$ cat config.mk
export PLATFORM = sky130hd
export DESIGN_NAME = mem_access_stage
export DESIGN_NICKNAME = d
export VERILOG_FILES = /design/src/rtl/mem_access_stage.sv
export SDC_FILE = /design/constraint.sdc
export NUM_CORES = 1
export LEC_CHECK = 0
export ABC_CLOCK_PERIOD_IN_PS = 3200
export CAP_MARGIN = 20
export CELL_PAD_IN_SITES_DETAIL_PLACEMENT = 0
export CELL_PAD_IN_SITES_GLOBAL_PLACEMENT = 1
export CORE_ASPECT_RATIO = 1.4
export CORE_MARGIN = 1
export CORE_UTILIZATION = 36
export DETAILED_ROUTE_END_ITERATION = 7
export GPL_TIMING_DRIVEN = 0
export HOLD_SLACK_MARGIN = 0.06
export PLACE_DENSITY = 0.9
export SETUP_SLACK_MARGIN = 0.5
export SLEW_MARGIN = 20
export SYNTH_ARGS = -nofsm -noshare
export SYNTH_HDL_FRONTEND = slang
export SYNTH_SLANG_ARGS = --single-unit
$ cat constraint.sdc
create_clock -name clk -period 3.2 [get_ports clk]
set_input_delay 0.48 -clock clk [delete_from_list [all_inputs] [get_ports clk]]
set_output_delay 0.48 -clock clk [all_outputs]
set_load 0.1 [all_outputs]
$ cat src/rtl/mem_access_stage.sv
// -----------------------------------------------------------------------------
// mem_access_stage
//
// Memory-access pipeline stage. Takes the execute-stage bundle, performs loads
// and stores over a req/gnt/rvalid data-memory port, raises a one-cycle PC
// redirect for taken branches and jumps, and emits exactly one writeback beat
// for every accepted bundle.
//
// Ports
//   clk, rst_n          clock (rising edge), asynchronous active-low reset
//   ex_valid/ex_ready   execute bundle handshake; ready only while idle
//   control_word_ex     {branch_taken, rf_wb, mem_we, wb_src[1:0], pc_src,
//                        funct3[2:0]}
//   calculated_adr      branch/jump target
//   pc_plus_4_ex        link value
//   ALU_result          ALU output, also the load/store byte address
//   regfileb_ex         store data
//   ex_rd               destination register
//   dmem_*              data-memory request port (word address + byte lanes)
//   redirect_valid/pc   one-cycle PC redirect
//   wb_*                one-cycle writeback beat
//
// Parameters
//   MAX_WAIT            cycles spent waiting for a response before the access
//                       is abandoned with a fault; 0 waits forever
// -----------------------------------------------------------------------------
module mem_access_stage #(
    parameter int MAX_WAIT = 255
) (
    input  logic        clk,
    input  logic        rst_n,
    input  logic        ex_valid,
    output logic        ex_ready,
    input  logic [8:0]  control_word_ex,
    input  logic [31:0] calculated_adr,
    input  logic [31:0] pc_plus_4_ex,
    input  logic [31:0] ALU_result,
    input  logic [31:0] regfileb_ex,
    input  logic [4:0]  ex_rd,
    output logic        dmem_req,
    output logic        dmem_we,
    output logic [31:0] dmem_addr,
    output logic [3:0]  dmem_be,
    output logic [31:0] dmem_wdata,
    input  logic        dmem_gnt,
    input  logic        dmem_rvalid,
    input  logic [31:0] dmem_rdata,
    output logic        redirect_valid,
    output logic [31:0] redirect_pc,
    output logic        wb_valid,
    output logic        wb_rf_we,
    output logic [4:0]  wb_rd,
    output logic [31:0] wb_data,
    output logic        wb_fault
);

    typedef enum logic [1:0] {
        IDLE = 2'd0,
        REQ  = 2'd1,
        WAIT = 2'd2
    } state_t;

    // Wide enough to hold MAX_WAIT; at least one bit so the register exists.
    localparam int CW = (MAX_WAIT < 2) ? 1 : $clog2(MAX_WAIT + 1);

    state_t        state;
    logic [CW-1:0] wait_cnt;

    // Captured bundle fields needed after the accept cycle.
    logic          op_rf_wb;
    logic [1:0]    op_wb_src;
    logic [2:0]    op_f3;
    logic [31:0]   op_alu;
    logic [31:0]   op_pc4;
    logic [4:0]    op_rd;

    // Control word fields.
    logic          ex_branch;
    logic          ex_rf_wb;
    logic          ex_mem_we;
    logic [1:0]    ex_wb_src;
    logic          ex_pc_src;
    logic [2:0]    ex_f3;

    assign {ex_branch, ex_rf_wb, ex_mem_we, ex_wb_src, ex_pc_src, ex_f3} = control_word_ex;

    logic accept;
    logic ex_is_mem;
    logic timeout;

    assign accept    = ex_valid && ex_ready;
    assign ex_is_mem = ex_mem_we | (ex_wb_src == 2'b01);
    assign timeout   = (MAX_WAIT != 0) && ((int'(wait_cnt) + 1) == MAX_WAIT);

    // -------------------------------------------------------------------------
    // Request decode: width legality, alignment, byte lanes and store data.
    // Loads drive no byte enables and no write data.
    // -------------------------------------------------------------------------
    logic        legal_width;
    logic        misaligned;
    logic        ex_bad;
    logic [3:0]  ex_be;
    logic [31:0] ex_wdata;

    always_comb begin
        // NOTE: every signal written here gets a value on every path first,
        // otherwise synthesis infers a latch to hold the old value.
        ex_be    = 4'h0;
        ex_wdata = 32'h0;

        legal_width = ex_mem_we ? (ex_f3 inside {3'b000, 3'b001, 3'b010})
                                : (ex_f3 inside {3'b000, 3'b001, 3'b010, 3'b100, 3'b101});
        misaligned  = ((ex_f3[1:0] == 2'b01) && ALU_result[0]) ||
                      ((ex_f3[1:0] == 2'b10) && (ALU_result[1:0] != 2'b00));
        ex_bad      = !legal_width || misaligned;

        if (ex_mem_we) begin
            case (ex_f3[1:0])
                2'b00: begin
                    ex_be    = 4'b0001 << ALU_result[1:0];
                    ex_wdata = {4{regfileb_ex[7:0]}};
                end
                2'b01: begin
                    ex_be    = 4'b0011 << ALU_result[1:0];
                    ex_wdata = {2{regfileb_ex[15:0]}};
                end
                default: begin
                    ex_be    = 4'hF;
                    ex_wdata = regfileb_ex;
                end
            endcase
        end
    end

    // -------------------------------------------------------------------------
    // Load data: bring the addressed lane down to bit 0, then extend.
    // -------------------------------------------------------------------------
    logic [31:0] ld_shifted;
    logic [31:0] ld_data;

    always_comb begin
        ld_shifted = dmem_rdata >> {op_alu[1:0], 3'b000};
        case (op_f3)
            3'b000:  ld_data = {{24{ld_shifted[7]}},  ld_shifted[7:0]};
            3'b001:  ld_data = {{16{ld_shifted[15]}}, ld_shifted[15:0]};
            3'b100:  ld_data = {24'h0, ld_shifted[7:0]};
            3'b101:  ld_data = {16'h0, ld_shifted[15:0]};
            default: ld_data = ld_shifted;
        endcase
    end

    function automatic logic [31:0] wb_select(input logic [1:0]  src,
                                              input logic [31:0] alu,
                                              input logic [31:0] ld,
                                              input logic [31:0] pc4);
        case (src)
            2'b01:   return ld;
            2'b10:   return pc4;
            default: return alu;
        endcase
    endfunction

    // -------------------------------------------------------------------------
    // Control FSM with registered outputs.
    // -------------------------------------------------------------------------
    // NOTE: sequential state uses non-blocking assignments so every register
    // samples pre-edge values regardless of statement order.
    always_ff @(posedge clk or negedge rst_n) begin
        if (!rst_n) begin
            state          <= IDLE;
            wait_cnt       <= '0;
            ex_ready       <= 1'b0;
            dmem_req       <= 1'b0;
            dmem_we        <= 1'b0;
            dmem_addr      <= 32'h0;
            dmem_be        <= 4'h0;
            dmem_wdata     <= 32'h0;
            redirect_valid <= 1'b0;
            redirect_pc    <= 32'h0;
            wb_valid       <= 1'b0;
            wb_rf_we       <= 1'b0;
            wb_rd          <= 5'h0;
            wb_data        <= 32'h0;
            wb_fault       <= 1'b0;
            op_rf_wb       <= 1'b0;
            op_wb_src      <= 2'b00;
            op_f3          <= 3'b000;
            op_alu         <= 32'h0;
            op_pc4         <= 32'h0;
            op_rd          <= 5'h0;
        end else begin
            // Pulses default low; a beat lasts exactly one cycle.
            redirect_valid <= 1'b0;
            wb_valid       <= 1'b0;

            case (state)
                IDLE: begin
                    ex_ready <= 1'b1;
                    if (accept) begin
                        op_rf_wb  <= ex_rf_wb;
                        op_wb_src <= ex_wb_src;
                        op_f3     <= ex_f3;
                        op_alu    <= ALU_result;
                        op_pc4    <= pc_plus_4_ex;
                        op_rd     <= ex_rd;

                        // Redirect does not depend on whether the op touches memory.
                        redirect_valid <= ex_branch | ex_pc_src;
                        redirect_pc    <= calculated_adr & ~32'h1;

                        if (!ex_is_mem) begin
                            wb_valid <= 1'b1;
                            wb_fault <= 1'b0;
                            wb_rd    <= ex_rd;
                            wb_rf_we <= ex_rf_wb && (ex_rd != 5'd0);
                            wb_data  <= wb_select(ex_wb_src, ALU_result, 32'h0, pc_plus_4_ex);
                        end else if (ex_bad) begin
                            // Rejected access: fault beat, bus untouched.
                            wb_valid <= 1'b1;
                            wb_fault <= 1'b1;
                            wb_rd    <= ex_rd;
                            wb_rf_we <= 1'b0;
                            wb_data  <= 32'h0;
                        end else begin
                            state      <= REQ;
                            ex_ready   <= 1'b0;
                            dmem_req   <= 1'b1;
                            dmem_we    <= ex_mem_we;
                            dmem_addr  <= {ALU_result[31:2], 2'b00};
                            dmem_be    <= ex_be;
                            dmem_wdata <= ex_wdata;
                        end
                    end
                end

                REQ: begin
                    // Request fields stay frozen until granted; rvalid is ignored here.
                    if (dmem_gnt) begin
                        dmem_req <= 1'b0;
                        wait_cnt <= '0;
                        state    <= WAIT;
                    end
                end

                WAIT: begin
                    if (dmem_rvalid) begin
                        state    <= IDLE;
                        ex_ready <= 1'b1;
                        wb_valid <= 1'b1;
                        wb_fault <= 1'b0;
                        wb_rd    <= op_rd;
                        wb_rf_we <= op_rf_wb && (op_rd != 5'd0);
                        wb_data  <= wb_select(op_wb_src, op_alu, ld_data, op_pc4);
                    end else if (timeout) begin
                        state    <= IDLE;
                        ex_ready <= 1'b1;
                        wb_valid <= 1'b1;
                        wb_fault <= 1'b1;
                        wb_rd    <= op_rd;
                        wb_rf_we <= 1'b0;
                        wb_data  <= 32'h0;
                    end else begin
                        wait_cnt <= wait_cnt + CW'(1);
                    end
                end

                default: begin
                    state    <= IDLE;
                    ex_ready <= 1'b1;
                    dmem_req <= 1'b0;
                end
            endcase
        end
    end

endmodule

==> results of run 1 <==
## power breakdown
part / internal, W / switching [W] / total, W
combinational: 0.00201 / 0.00554 / 0.00755
sequential: 0.00363 / 0.000457 / 0.00409
clock: 0.00188 / 0.00124 / 0.00312
total: 0.00752 / 0.00723 / 0.0147
## cell families after synthesis
logic type,Yosys count,synth area share [%]
AND/OR/NAND/NOR,345,13.4
adder cells (fa/ha/maj),6,0.674
AO/OA/AOI/OAI,233,13.7
buffers and inverters,105,4.11
flip-flops,226,50.8
other,1,0.0337
multiplexers,171,17.3
## metrics by stage
| step | power, W | area (um^2) |
|---|---|---|
| 2_1_floorplan | 0.00952 | 11100 |
| 3_3_place_gp | 0.0115 | 14800 |
| 3_5_place_dp | 0.0116 | 14900 |
| 4_1_cts | 0.0148 | 15700 |
| 5_1_grt | 0.0153 | 15800 |
| 6_report | 0.0147 | 15800 |
## sequential cells by signal, indices dropped and copies added (netlist names), 2 cells and up
signal and flops:
state 2, op_pc4 32, dmem_addr 30, op_alu 32, dmem_be 4, wait_cnt 8
op_rd 5, dmem_wdata 32, wb_data 32, op_f3 3, op_wb_src 2, redirect_pc 31
wb_rd 5
## cells in the final DEF (no fill, tap or decap), drive strengths merged, types with 2 or more instances in the layout
cell type / count
clkdlybuf4s50: 315
dfrtp: 226
nand2: 224
mux2: 136
clkbuf: 81
o21ai: 67
nand3: 41
a22oi: 39
buf: 36
mux2i: 34
o22ai: 32
a21oi: 32
a221oi: 24
nor2: 22
inv: 21
nor3: 20
nor2b: 12
clkinv: 10
nand2b: 9
a211oi: 8
a31oi: 7
ha: 6
diode: 5
o21a: 5
bufinv: 5
o31ai: 5
nand3b: 4
or4: 4
o22a: 3
o211ai: 3
conb: 3
and2: 2
nor4: 2
o311ai: 2
## final timing paths
path	start	to	slack (ps)	cells after the start
worst max-delay path	wb_fault	wb_fault	600	1
worst min-delay path	ALU_result[1]	op_alu[1]	400	3
worst max register to register	op_wb_src[0]	wb_data[31]	600	7
worst min register to register	dmem_wdata[16]	dmem_wdata[16]	460	2
max in group asynchronous	rst_n	redirect_pc[21]	1810	3
min in group asynchronous	rst_n	redirect_pc[11]	480	2
## timing repair
action / CTS / global route
resized for setup: 1 / 17
gates cloned: 0 / 0
hold buffers: 1 / 0
setup buffers: 0 / 0
endpoints found under the setup margin: 10 / 69
pin swaps: 0 / 1
hold endpoints to repair: 62 / 0
## layout make-up
class,count,area (um^2),share of cell area (%)
inverter,20,75.1,0.476
antenna,5,12.5,0.0793
clock buffer,28,657,4.16
timing repair buffer,320,3240,20.5
clock inverter,17,216,1.37
multi-input combinational,758,5050,32.0
tap,385,482,3.05
buffer,85,390,2.47
sequential,226,5660,35.8
## per-layer routing
layer  part of all wire, %  GRT usage, %  wire length, um  vias up
met2                    51          42.8            20000      444
met3                   6.4          3.07             2530       90
li1                      -             -                -     4567
met4                   4.7          12.0             1840        0
met5                     0             0                0        -
met1                    38          30.6            15100     5035
==> impl_metrics.tcl, run 1 <==
set metrics [dict create \
    status "completed" \
    ys.flop_type "dfrtp_1" \
    syn_avg_cell_area_um2 10.2 \
    cts_buffers 25 \
    post-place-ws_ps -31.0 \
    io_pins 323 \
    final-hold-violation-count 0 \
    tightest_slew_ps 1080 \
    routedWlPerCell_um 21.4 \
    cp_slowest_cell "clkdlybuf4s50_1" \
    worst_setup_path_end_kind "output port" \
    period_needed_ps 2600 \
    tns_ps 0 \
    die_height_um 210 \
    detail_route.iter0.violations 747 \
    cts_tree "yes" \
    synth_area_mm2 0.0111 \
    rsz0062_at_grt "true" \
    hpwl_um 29700 \
    ys_seq_elements 226 \
    synthArstFlopShare_pct 100 \
    critPathTopFamily "buffers and inverters" \
    vias 10100 \
    dp_cells 1793 \
    drcViolationCount 0 \
    grt_pass1_wl_um 59900 \
    clkTransAtPathRegs_ps 60 \
    worstPathRequired_ps 2720 \
    max_slew_margin_pct 27.8 \
    area_delta_synth_final_pct 41.7 \
    maxSlewViolCount 0 \
    fmax_mhz 384 \
    slowest_delay_ps 1160 \
    cts_sinks 226 \
    synth_cells 1087 \
    setup_viol 0 \
    synth_edf_count 0 \
    clockRootBuffer "clkbuf_16" \
    ir_drop_v 0.000577 \
    synth_top_area_share_pct 50.8 \
    coreArea_mm2 0.0302 \
    grt-ovfl-total 0 \
    whs_ps 401 \
    finalClockSkew_ps 19.3 \
    hold_class "in -> reg" \
    drt-total-wl_um 39500 \
    die_x_um 151 \
    final_core_util_pct 52.2 \
    post-synth-top-count-cell "dfrtp_1" \
    critPathKind "reg -> out" \
    start_kind "flip-flop" \
    drv_cap 0 \
    final_cell_count_no_fill 1844 \
    ant_nets 0 \
    io_buffers 316 \
    setup_ws_ps 596 \
    dieArea_mm2 0.0316 \
    ys_types 53 \
    first_global_vias 10300 \
    rows 75 \
    path_buf_inv 1 \
    p_per_area_mw_per_mm2 935 \
    clockBufferDepth 3 \
    drtPass1Iterations 5 \
    drive_gt1_share_pct 15.1 \
    synthTopCellsByArea "dfrtp_1, mux2_2, nand2_1" \
    yosysWarnings 0 \
    cp_max_fo 2 \
    arrival_ps 2120 \
    layout_worst_path_cycle_share_pct 81.4 \
    floorplan.initialDensity_pct 36.9 \
    seq_area_frac_synth_pct 50.8 \
    grt_max_degree 98 \
    grtUsageTotal_pct 24.9 \
    gp_congestion 0.941 \
    path_cells "clkdlybuf4s50_1" \
    insertion_delay_ps 540 \
    nets 1621 \
    leakage_nw 6.73 \
    h-tree-depth 1 \
    yosysTopAreaCell "dfrtp_1" \
    vias_per_cell 5.50 \
    fillCellCount 2726 \
    synthTopCellsByCount "dfrtp_1, nand2_1, mux2_2" \
    antenna_found_initial 4 \
]
(Power assumes the default switching activity.)
==> run 2, diff against run 1 <==
--- a/config.mk
+++ b/config.mk
@@ -5,17 +5,17 @@
 export SDC_FILE = /design/constraint.sdc
 export NUM_CORES = 1
 export LEC_CHECK = 0
-export ABC_CLOCK_PERIOD_IN_PS = 3200
+export ABC_CLOCK_PERIOD_IN_PS = 2300
 export CAP_MARGIN = 20
 export CELL_PAD_IN_SITES_DETAIL_PLACEMENT = 0
 export CELL_PAD_IN_SITES_GLOBAL_PLACEMENT = 1
 export CORE_ASPECT_RATIO = 1.4
 export CORE_MARGIN = 1
-export CORE_UTILIZATION = 36
+export CORE_UTILIZATION = 33
 export DETAILED_ROUTE_END_ITERATION = 7
 export GPL_TIMING_DRIVEN = 0
 export HOLD_SLACK_MARGIN = 0.06
-export PLACE_DENSITY = 0.9
+export PLACE_DENSITY = 0.87
 export SETUP_SLACK_MARGIN = 0.5
 export SLEW_MARGIN = 20
 export SYNTH_ARGS = -nofsm -noshare
==> constraint.sdc (replaced) <==
create_clock -name clk -period 2.3 [get_ports clk]
set_input_delay 0.345 -clock clk [delete_from_list [all_inputs] [get_ports clk]]
set_output_delay 0.345 -clock clk [all_outputs]
set_load 0.1 [all_outputs]
==> run 2 against run 1 <==
Compared with the run above: the run now ends with negative setup slack left; first-iteration DRC count decreased by 20%; power increased by 44%; final area increased by 9.8%; utilization decreased by 0.058 points; highest routed layer is now met5.
==> impl_metrics.tcl, run 2 (synthesized netlist as in run 1, its figures left out) <==
set metrics [dict create \
    coreArea_mm2 0.0332 \
    ir_drop_v 0.000696 \
    met2_length_um 22300 \
    critPathKind "reg -> reg" \
    clockRootBuffer "clkbuf_16" \
    io_pins 323 \
    violations "negative setup slack" \
    grt_pass1_wl_um 61200 \
    layout_worst_path_cycle_share_pct 100 \
    grt-ovfl-total 0 \
    fmax_mhz 434 \
    power_switching_w 0.0104 \
    multiInputGateArea_mm2 0.00596 \
    worst_setup_path_end_kind "flip-flop" \
    setup_ws_ps -6.03 \
    ant_nets 0 \
    tightest_slew_ps 745 \
    final_common_cell "dfrtp_1" \
    status "complete, but fails checks" \
    detail_route.iter0.violations 596 \
    drt-total-wl_um 44300 \
    fillCellCount 3050 \
    antenna_found_initial 17 \
    maxSlewViolCount 0 \
    p_per_area_mw_per_mm2 1220 \
    io_buffers 316 \
    rows 79 \
    clockBufferDepth 3 \
    worstPathRequired_ps 2730 \
    hold_class "in -> reg" \
    cp_max_fo 7 \
    start_kind "flip-flop" \
    floorplan.initialDensity_pct 33.5 \
    final_cell_mix "dfrtp_1, nand2_1, clkdlybuf4s50_1" \
    area_delta_synth_final_pct 55.6 \
    insertion_delay_ps 540 \
    regArea_mm2 0.00566 \
    internal_power_w 0.0108 \
    h-tree-depth 1 \
    setup_viol 1 \
    clkPwrFrac_pct 21.1 \
    cts_sinks 226 \
    power.share.sequential_pct 26.9 \
    tns_ps -6.03 \
    crit_top_cell "buf_6" \
    cts_tree "yes" \
    vias_per_cell 5.36 \
    drv_cap 0 \
    dpl-instance-area_mm2 0.0150 \
    nets 1672 \
    period_needed_ps 2310 \
    critPathTopFamily "buffers and inverters" \
    first_global_vias 10400 \
    drive_gt1_share_pct 37.5 \
    wl_met3_um 3050 \
    hpwl_um 30800 \
    cts_buffers 26 \
    path_buf_inv 4 \
    grt_max_degree 89 \
    routedWlPerCell_um 22.6 \
    vias 10500 \
    swShare_pct 49.2 \
    rsz0062_at_grt "true" \
    arrival_ps 2740 \
    path_cells "buf_6 > and4_4 > mux2_4 > a31oi_4 > nor4_4 > or2_1 > buf_6 > buf_6 > buf_16 > o22a_1" \
    final_core_util_pct 52.2 \
    die_x_um 157 \
    dieArea_mm2 0.0345 \
    dr.max_layer_used "met5" \
    finalClockSkew_ps 14.6 \
    wl_met1_um 16700 \
    drtPass1Iterations 5 \
    fin_area_mm2 0.0173 \
    grtUsageTotal_pct 23.6 \
    leakage_nw 7.96 \
    drcViolationCount 0 \
    slowest_delay_ps 400 \
    gp_congestion 0.918 \
    die_height_um 219 \
    max_slew_margin_pct 50.1 \
    combPwrFrac_pct 52.1 \
    final-hold-violation-count 0 \
    cp_slowest_cell "dfrtp_1" \
    clkTransAtPathRegs_ps 60 \
]
==> run 2: cell types whose count changed in the layout (fill, tap and decap cells not counted), sizes merged, moves of 2 or more <==
cell and delta:
clkbuf +13, clkdlybuf4s15 +2, clkdlybuf4s50 -142, clkinv -7, buf +179, diode +7, clkdlybuf4s18 +7
==> run 2: power groups by stage <==
stage	Sequential (W)	Clock (W)	Combinational (W)
after floorplan	0.0108	0	0.00250
after global placement	0.00568	0	0.0104
after detailed placement	0.00572	0	0.0105
after CTS	0.00567	0.00454	0.0104
after global routing	0.00582	0.00469	0.0114
final	0.00569	0.00446	0.0110
==> run 2: cell type report <==
| class | instances | share of cell area, % |
|---|---|---|
| antenna | 12 | 0.173 |
| multi-input combinational | 758 | 34.4 |
| tap | 445 | 3.21 |
| clock inverter | 8 | 0.845 |
| timing repair buffer | 370 | 19.4 |
| inverter | 20 | 0.433 |
| sequential | 226 | 32.7 |
| clock buffer | 38 | 4.48 |
| buffer | 85 | 4.35 |
==> run 2: worst reg2reg max path, cell delays in order, from the launching register on <==
cell     delay (ps)
dfrtp_1         400
buf_6           140
and4_4          180
mux2_4          280
a31oi_4         250
nor4_4           90
or2_1           250
buf_6           150
buf_6           130
buf_16          140
o22a_1          210
==> run 2: metal layers <==
layer	vias up	track usage, %
li1	4674	-
met1	5223	27.5
met2	488	41.2
met3	124	4.38
met4	14	11.8
met5	-	0
==> run 2: path summary, 6_finish.rpt <==
check | from | endpoint | slack [ps] | cells after the start
setup / recovery | wait_cnt[0] | wb_data[17] | -6 | 10
hold / removal | control_word_ex[4] | op_wb_src[0] | 130 | 3
setup reg to reg | wait_cnt[0] | wb_data[17] | -6 | 10
hold reg to reg | dmem_addr[23] | dmem_addr[23] | 460 | 2
max in group asynchronous | rst_n | redirect_pc[7] | 790 | 4
min in group asynchronous | rst_n | redirect_pc[5] | 320 | 2
==> run 2: stage by stage <==
step	worst slack (ps)	std cells	hold slack, ps	power [W]
global route	-96.1	1960	156	0.0220
CTS	-62.5	1908	227	0.0206
floorplan	184	1089	49.4	0.0133
detailed placement	-985	1852	316	0.0163
global placement	-10540	1850	451	0.0161
finish	-6.03	1962	129	0.0212
==> run 2: repair_timing <==
item | in CTS | in global routing
pin swaps | 8 | 70
endpoints found under the hold margin | 60 | 0
resized for setup | 729 | 333
setup endpoints to repair | 337 | 283
hold buffers | 1 | 0
buffers inserted | 8 | 25
gates cloned | 1 | 17
==> run 3, diff against run 2 <==
--- a/config.mk
+++ b/config.mk
@@ -15,7 +15,7 @@
 export DETAILED_ROUTE_END_ITERATION = 7
 export GPL_TIMING_DRIVEN = 0
 export HOLD_SLACK_MARGIN = 0.06
-export PLACE_DENSITY = 0.87
+export PLACE_DENSITY = 0.77
 export SETUP_SLACK_MARGIN = 0.5
 export SLEW_MARGIN = 20
 export SYNTH_ARGS = -nofsm -noshare
==> run 3 against run 2 <==
Compared with the run above: the flow still finishes with violations (negative setup slack); register-to-register slack got worse by 98 ps; combinational power barely moved; worst hold slack improved by 94 ps; power fell by 0.64%; critical endpoint unchanged; largest power group unchanged.
==> impl_metrics.tcl, run 3 (synthesized netlist as in run 1, its figures left out) <==
set metrics [dict create \
    vias_per_cell 5.25 \
    arrival_ps 2840 \
    setup_ws_ps -104 \
    drive_gt1_share_pct 33.6 \
    first_global_vias 10200 \
    cp_slowest_cell "dfrtp_1" \
    cts_buffers 26 \
    hpwl_um 30500 \
    clkPwrFrac_pct 21.9 \
    worst_setup_path_end_kind "flip-flop" \
    period_needed_ps 2400 \
    crit_top_cell "buf_6" \
    clockBufferDepth 3 \
    grt_max_degree 91 \
    slowest_delay_ps 380 \
    cts_sinks 226 \
    grt-ovfl-total 0 \
    p_per_area_mw_per_mm2 1260 \
    worstPathRequired_ps 2740 \
    nets 1669 \
    rows 79 \
    dp_cells 1852 \
    hold_class "in -> reg" \
    path_cells "buf_6 > buf_6 > nand4_1 > buf_4 > o21a_1 > o21ai_4 > nor4_4 > or2_1 > buf_6 > buf_4 > buf_16 > o22a_1" \
    combPwrFrac_pct 51.2 \
    max_slew_margin_pct 50.5 \
    path_buf_inv 6 \
    ir_drop_v 0.000944 \
    tightest_slew_ps 743 \
    cts_tree "yes" \
    cp_max_fo 6 \
    start_kind "flip-flop" \
    final-hold-violation-count 0 \
    final_cell_count_no_fill 1957 \
    area_delta_synth_final_pct 50.2 \
    setup_viol 22 \
    drcViolationCount 0 \
    maxSlewViolCount 0 \
    io_pins 323 \
    power_switching_w 0.0104 \
    final_common_cell "dfrtp_1" \
    ant_nets 0 \
    whs_ps 223 \
    die_x_um 157 \
    coreArea_mm2 0.0332 \
    insertion_delay_ps 550 \
    post-place-ws_ps -942 \
    fmax_mhz 416 \
    gp_congestion 0.900 \
    dieArea_mm2 0.0345 \
    finalClockSkew_ps 19.6 \
    critPathKind "reg -> reg" \
    grt_pass1_wl_um 61800 \
    io_buffers 316 \
    detail_route.iter0.violations 713 \
    drtPass1Iterations 5 \
    swShare_pct 49.5 \
    grtUsageTotal_pct 23.9 \
    final_cell_mix "dfrtp_1, nand2_1, clkdlybuf4s50_1" \
    power.share.sequential_pct 26.9 \
    clockRootBuffer "clkbuf_16" \
    critPathTopFamily "buffers and inverters" \
    internal_power_w 0.0106 \
    floorplan.initialDensity_pct 33.5 \
    drv_cap 0 \
    routedWlPerCell_um 21.9 \
    h-tree-depth 1 \
    clkTransAtPathRegs_ps 70 \
    vias 10300 \
    status "complete, but fails checks" \
    drt-total-wl_um 42800 \
    leakage_nw 7.65 \
    die_height_um 219 \
    layout_worst_path_cycle_share_pct 105 \
    violations "negative setup slack" \
    rsz0062_at_grt "true" \
    antenna_found_initial 14 \
]
[run 3: cell count changes in the layout (fill, tap and decap cells not counted), moves of 6 or more]
cell       delta
mux2_4       -38
o22ai_2      +10
nand2_2      -29
nand2_4      -12
nand3_2      -25
nand2_1      +41
nand3_1      +27
buf_2         +6
mux2_2       +38
o22ai_1       -9
clkbuf_16     -9
[run 3: worst paths after layout]
| kind | start | end | slack [ps] | cells past startpoint |
|---|---|---|---|---|
| max | wait_cnt[0] | wb_data[17] | -100 | 12 |
| min | ALU_result[1] | op_alu[1] | 220 | 3 |
| max reg2reg | wait_cnt[0] | wb_data[17] | -100 | 12 |
| min reg2reg | dmem_wdata[13] | dmem_wdata[13] | 460 | 2 |
| max in group asynchronous | rst_n | redirect_pc[27] | 800 | 4 |
| min in group asynchronous | rst_n | dmem_addr[26] | 300 | 2 |
[run 3: worst reg2reg max path, delay by kind of cell (launching register included)]
family / cells / cell delay, ps
buf+inv: 6 / 870
compound gates: 3 / 580
simple gates: 3 / 470
flops: 1 / 380
[run 3: power groups by stage]
stage                     Combinational [W]  Sequential (W)  Clock, W
after global placement               0.0105         0.00570         0
after floorplan                     0.00250          0.0108         0
after global routing                 0.0112         0.00578   0.00484
final                                0.0108         0.00567   0.00461
after CTS                            0.0105         0.00566   0.00471
after detailed placement             0.0105         0.00573         0
[run 3: timing repair]
action / in CTS / in global routing
pin swaps: 19 / 12
setup endpoints to repair: 352 / 269
hold endpoints to repair: 67 / 0
gates resized for setup: 795 / 122
cloned: 4 / 8
buffers inserted: 27 / 9
hold buffers: 1 / 0
[run 3: routing by layer]
layer	GRT usage (%)	share of wire, %	up-vias
li1	-	-	4685
met1	28.9	39	5063
met2	40.1	50	408
met3	4.86	6.6	113
met4	12.1	4.5	14
met5	0	0.21	-
[run 3: layout make-up]
cell class | instances | area, um^2
repair buffers | 367 | 3190
clock inverters | 14 | 216
multi-input cells | 758 | 5590
flip-flops and latches | 226 | 5660
clock buffers | 34 | 732
fillers | 3116 | 16500
inverters | 20 | 75.1
diodes | 8 | 20.0
plain buffers | 85 | 688
well taps | 445 | 557
[run 3: through the flow]
stage,power (W),area (um^2),setup TNS [ps],util (%)
floorplan,0.0133,11300,0,-
global placement,0.0162,15000,-2145630,45.1
detailed placement,0.0163,15000,-78580,45.3
CTS,0.0208,16300,-1170,49.0
global route,0.0218,16700,-3540,50.4
finish,0.0211,16700,-1600,50.4
